===== config.mk =====
export PLATFORM = sky130hd
export DESIGN_NAME = adder_arbiter
export DESIGN_NICKNAME = d
export VERILOG_FILES = /design/src/rtl/adder_arbiter.sv
export SDC_FILE = /design/constraint.sdc
export NUM_CORES = 1
export LEC_CHECK = 0
export BUFFER_PORTS_ARGS = -buffer_cell sky130_fd_sc_hd__buf_2
export CORE_ASPECT_RATIO = 1.1
export CORE_MARGIN = 8
export CORE_UTILIZATION = 45
export CTS_BUF_LIST = sky130_fd_sc_hd__clkbuf_8
export DETAILED_ROUTE_END_ITERATION = 10
export PLACE_DENSITY = 0.84
export SETUP_SLACK_MARGIN = 0.05
export SLEW_MARGIN = 15
export SYNTH_ARGS = -nofsm -noshare
export SYNTH_HDL_FRONTEND = slang
export SYNTH_SLANG_ARGS = --single-unit

===== constraint.sdc =====
create_clock -name clk -period 1.7 [get_ports clk]
set_input_delay 0.255 -clock clk [delete_from_list [all_inputs] [get_ports clk]]
set_output_delay 0.255 -clock clk [all_outputs]
set_load 0.01 [all_outputs]

===== src/rtl/adder_arbiter.sv =====
// Round-robin arbiter that lets NUM_REQ requesters share one external adder.
// Granted operands are registered toward the adder and the sum is returned with its owner's id.
module adder_arbiter #(
  parameter int NUM_REQ = 4,
  parameter int WIDTH   = 8,
  parameter int ADD_LAT = 1
) (
  input  logic                     clk,
  input  logic                     rst,
  input  logic                     enable_in,
  input  logic [NUM_REQ-1:0]       req_in,
  input  logic [NUM_REQ*WIDTH-1:0] a_in,
  input  logic [NUM_REQ*WIDTH-1:0] b_in,
  output logic [NUM_REQ-1:0]       gnt_out,
  output logic [WIDTH-1:0]         add_a_out,
  output logic [WIDTH-1:0]         add_b_out,
  input  logic [WIDTH:0]           add_sum_in,
  output logic [NUM_REQ-1:0]       rsp_valid_out,
  output logic [2:0]               rsp_id_out,
  output logic [WIDTH:0]           rsp_sum_out,
  output logic                     busy_out
);

  logic [2:0]         r_ptr;
  logic [WIDTH-1:0]   r_add_a;
  logic [WIDTH-1:0]   r_add_b;
  logic [ADD_LAT:0]   r_tag_v;
  logic [2:0]         r_tag_id [ADD_LAT+1];
  logic [NUM_REQ-1:0] r_rsp_valid;
  logic [2:0]         r_rsp_id;
  logic [WIDTH:0]     r_rsp_sum;

  logic               w_found;
  logic [2:0]         w_win;
  logic [2:0]         w_ptr_nxt;
  logic [NUM_REQ-1:0] w_gnt;
  logic [WIDTH-1:0]   w_a;
  logic [WIDTH-1:0]   w_b;

  // Two passes: requesters at or above ptr first, then the wrapped-around ones below it.
  always_comb begin
    w_found = 1'b0;
    w_win   = '0;
    w_gnt   = '0;
    w_a     = '0;
    w_b     = '0;
    if (!rst && enable_in) begin
      for (int unsigned i = 0; i < NUM_REQ; i++) begin
        if (!w_found && req_in[i] && (3'(i) >= r_ptr)) begin
          w_found  = 1'b1;
          w_win    = 3'(i);
          w_gnt[i] = 1'b1;
          w_a      = a_in[i*WIDTH +: WIDTH];
          w_b      = b_in[i*WIDTH +: WIDTH];
        end
      end
      for (int unsigned i = 0; i < NUM_REQ; i++) begin
        if (!w_found && req_in[i] && (3'(i) < r_ptr)) begin
          w_found  = 1'b1;
          w_win    = 3'(i);
          w_gnt[i] = 1'b1;
          w_a      = a_in[i*WIDTH +: WIDTH];
          w_b      = b_in[i*WIDTH +: WIDTH];
        end
      end
    end
  end

  assign w_ptr_nxt = (w_win == 3'(NUM_REQ-1)) ? '0 : w_win + 3'd1;

  always_ff @(posedge clk or posedge rst) begin
    if (rst) begin
      r_ptr       <= '0;
      r_add_a     <= '0;
      r_add_b     <= '0;
      r_tag_v     <= '0;
      for (int unsigned i = 0; i <= ADD_LAT; i++) r_tag_id[i] <= '0;
      r_rsp_valid <= '0;
      r_rsp_id    <= '0;
      r_rsp_sum   <= '0;
    end else begin
      if (w_found) begin
        r_ptr   <= w_ptr_nxt;
        r_add_a <= w_a;
        r_add_b <= w_b;
      end
      r_tag_v     <= {r_tag_v[ADD_LAT-1:0], w_found};
      r_tag_id[0] <= w_win;
      for (int unsigned i = 1; i <= ADD_LAT; i++) r_tag_id[i] <= r_tag_id[i-1];
      if (r_tag_v[ADD_LAT]) begin
        r_rsp_valid <= NUM_REQ'(1) << r_tag_id[ADD_LAT];
        r_rsp_id    <= r_tag_id[ADD_LAT];
        r_rsp_sum   <= add_sum_in;
      end else begin
        r_rsp_valid <= '0;
      end
    end
  end

  assign gnt_out       = w_gnt;
  assign add_a_out     = r_add_a;
  assign add_b_out     = r_add_b;
  assign rsp_valid_out = r_rsp_valid;
  assign rsp_id_out    = r_rsp_id;
  assign rsp_sum_out   = r_rsp_sum;
  assign busy_out      = |r_tag_v;

endmodule


==> results.md <==
- Status: finished, violations left
- Violated checks: setup timing
- HPWL Detailed: roughly 7300 um
- Min Tclk post-route: approximately 2.0 ns
- Simple-gate share of the synthesized area: about a fifth
- First-pass GRT wire length: roughly 16,000 um
- Die footprint: between 8000 and 9000 um2
- Slew Limit Fails: 0
- Worst slew margin: between 60% and 70%
- Crit path max fanout: 7
- Critical path data required time: ~1.4 ns
- Mux cell area share after synthesis: approximately 4.5%
- Worst Max-Slew Pin Slew: between 0.5 and 0.6 ns
- CP Capture Type: output pin
- Register bit count reported by yosys: 39
- CP Capture Point: gnt_out[0]
- Crit Path Category: reg -> out
- Initial Util: a little under half
- CTS Buf Count: 5
- Via/cell ratio: 6.11
- Placed Cells: roughly 500
- Count of port buffers added during placement: between 100 and 150
- DRC Markers: 0
- GRT Util Overall: 21.8%
- NumNets Final: about 520
- Worst-Skew Late Latency: 0.30 ns
- Worst vdd ir: between 0.4 and 0.5 mV
- Area grow syn2layout: 43.4%
- Async S/R FF share, synth: 100%
- Antenna violations before repair: 0
- Root Driver: clkbuf_8
- Final Hold Fails: 0
- Top_reg_cell synth: dfrtp_1
- Num rows: 29
- Reg-to-reg startpoint: r_ptr[1]
- Critical path, cell by cell: mux2i_1 > o22ai_2 > a2111oi_4 > buf_4 > nor4b_4 > buf_2
- Leak Pwr: 0.00185 uW
- Crit path DAT: 1.75 ns
- Hold_ws: ~0.076 ns
- Antenna diodes: 0
- Mean Syn Cell Area: between 8 and 9 um2
- Sequential fraction of the synthesis area: between 30% and 40%
- R2r setup slk: -0.11 ns
- Top cells by area, synth: dfrtp_1 (36%), nand2_1 (5.5%), o221ai_2 (5.5%)
- Unique masters post-synth: 42
- Clk buf depth: 2
- Final Cycle Share: 118%
- I/O pins: 117
- Synthesized cell area: approximately 2700 um2
- Core area: approximately 5800 um2
- DRT Pass-1 Iters: 5
- Number of synthesized flops with an enable pin: 0
- CTS Sinks: 39
- Synth top area share: 36.0%
- Setup crit start: r_ptr[1]
- Max-Cap Viols: 0
- # H-tree levels: 2
- Setup crit start kind: flip-flop
- Die W: approximately 90 um
- Final setup vio count: 20
- Max incr delay on CP: ~0.45 ns
- Layout Skew: 0.0116 ns
- Reg2Reg Depth: 8
- CTS tree: yes
- GPL Wtd Cong: 0.915
- Layout cells sized above 1: 50.7%
- Adder-Cell Fraction of Synth Area: 0%
- Synth Area in XOR/XNOR: 0%
- Hold-fix buffers at CTS: 0
- Chip height: 97.4 um
- Power Total: between 3000 and 4000 uW
- Layout Cells excl Fill: ~520
- Final worst-path setup slack: -0.302 ns
- DR iter-0 viols: 269
- P per Cell Area: just under 900 nW/um2
- Compound-Gate Fraction of Synth Area: roughly 30%
- Area leader, netlist: dfrtp_1
- Total number of vias: about 3,100
- DRT Wirelength: ~9900 um
- Largest net degree at the start of global routing: 40
- Net count after synthesis: 386
- RSZ-0062 raised after global routing: yes
- Min-delay worst type: in -> async
- Clock transition at path regs: 0.09 ns
- Cell count after synthesis: 306
- WL/cell: approximately 19 um
- Achievable Freq: between 400 and 500 MHz
- Synth warn: 0
- Design area: 3880 um2
- Setup TNS Final: -2.23 ns
- RR Endpoint: add_a_out[1]
- Vias in the first global route: approximately 3,300
- GR Overflow Total: 0
- Slowest-stage cell, CP: dfrtp_2
- Post-route ant nets: 0
- Main combinational cell family by area after synthesis: compound AO/OA/AOI/OAI gates
- Placed Instance Area: approximately 3500 um2
[power by group]
part	total [uW]	switching [uW]	internal [uW]
logic	1430	784	648
clock network	811	366	445
registers	1170	94.7	1070
[what timing repair did]
| item | 4_1_cts | 5_1_grt |
|---|---|---|
| endpoints found under the setup margin | 21 | 21 |
| gates resized for setup | 33 | 8 |
| setup buffers | 6 | 0 |
| cloned | 0 | 0 |
| pin swaps | 4 | 1 |
[per-stage QoR]
stage          setup WS [ns]  utilization (%)
6_report              -0.302             66.9
5_1_grt               -0.383             66.9
4_1_cts               -0.286             66.1
3_5_place_dp          -0.100             60.5
3_3_place_gp         -0.0661             60.5
2_1_floorplan        -0.0119                -
[cell usage in the layout (no fill, tap or decap), types with 2 or more instances in the layout]
| cell | count |
|---|---|
| a21oi_2 | 2 |
| a221oi_4 | 2 |
| dfrtp_1 | 38 |
| or3_4 | 2 |
| a221oi_2 | 9 |
| o32ai_1 | 5 |
| mux2_2 | 10 |
| and3b_1 | 8 |
| nand3_1 | 11 |
| clkbuf_8 | 5 |
| buf_8 | 2 |
| a21oi_1 | 17 |
| a221oi_1 | 5 |
| nand2_1 | 40 |
| buf_4 | 34 |
| nand2b_1 | 2 |
| a31oi_1 | 9 |
| a31oi_2 | 2 |
| nor2_1 | 21 |
| a22oi_2 | 2 |
| nor2_2 | 2 |
| nand3b_1 | 11 |
| a22oi_1 | 10 |
| inv_1 | 17 |
| buf_2 | 115 |
| buf_12 | 2 |
| o31ai_1 | 11 |
| and2_4 | 2 |
| o221ai_2 | 15 |
[synthesized netlist by cell type, types with 2 or more instances]
cell,number
a21oi_1,18
a221oi_1,16
a22oi_1,12
a31oi_1,11
and2_1,2
and3b_1,8
buf_2,10
buf_4,8
clkbuf_1,10
dfrtp_1,39
inv_1,17
mux2_2,10
nand2_1,40
nand2b_1,2
nand3_1,11
nand3b_1,11
nor2_1,23
nor2b_1,2
nor3b_1,2
o21ai_0,2
o21bai_1,2
o221ai_1,6
o221ai_2,10
o31ai_1,11
o32ai_1,5
or3_4,2
[kinds of logic (layout without fill, tap and decap cells)]
group                  Yosys count  count (layout)
multiplexers                    11              11
buffers and inverters           47             179
AO/OA/AOI/OAI                  100             100
AND/OR/NAND/NOR                108             108
other                            1               1
flip-flops                      39              39
[metal layers]
| metal | GRT usage [%] | wire length, um |
|---|---|---|
| met1 | 24.3 | 3470 |
| met4 | 11.8 | 406 |
| met5 | 0 | 0 |
| met3 | 5.18 | 1000 |
| met2 | 37.5 | 5070 |
[flip-flops by register name, indices dropped and copies added, names as in the netlist]
| name | flops |
|---|---|
| r_tag_v | 2 |
| r_tag_id | 4 |
| add_a_out | 8 |
| add_b_out | 8 |
| rsp_valid_out | 4 |
| rsp_sum_out | 9 |
| r_ptr | 2 |
| rsp_id_out | 2 |
[critical path: cells and delay by family (launching register included)]
family | cells | cell delay [ns]
buf+inv | 2 | 0.34
simple gates | 1 | 0.04
mux | 1 | 0.24
compound gates | 2 | 0.38
flops | 1 | 0.45
[area by class of cell]
cell class	count	area, um2
clock inverters	3	47.5
inverters	17	63.8
well taps	77	96.3
flip-flops and latches	39	977
clock buffers	5	68.8
multi-input cells	220	1720
repair buffers	154	912
fillers	458	1920
[worst min-delay path by stage]
| stage | start | to | slack [ns] | cells past startpoint |
|---|---|---|---|---|
| after detailed placement | r_tag_id[4] | r_tag_id[1] | 0.34 | 0 |
| final | rst | add_a_out[6] | 0.08 | 3 |
| after global routing | rst | add_a_out[6] | 0.12 | 3 |
| after global placement | r_tag_id[3] | r_tag_id[0] | 0.33 | 0 |
| after floorplan | r_tag_id[3] | r_tag_id[0] | 0.33 | 0 |
| after CTS | rst | add_a_out[2] | 0.09 | 3 |
Note: power is estimated with default switching activity, not from simulation.
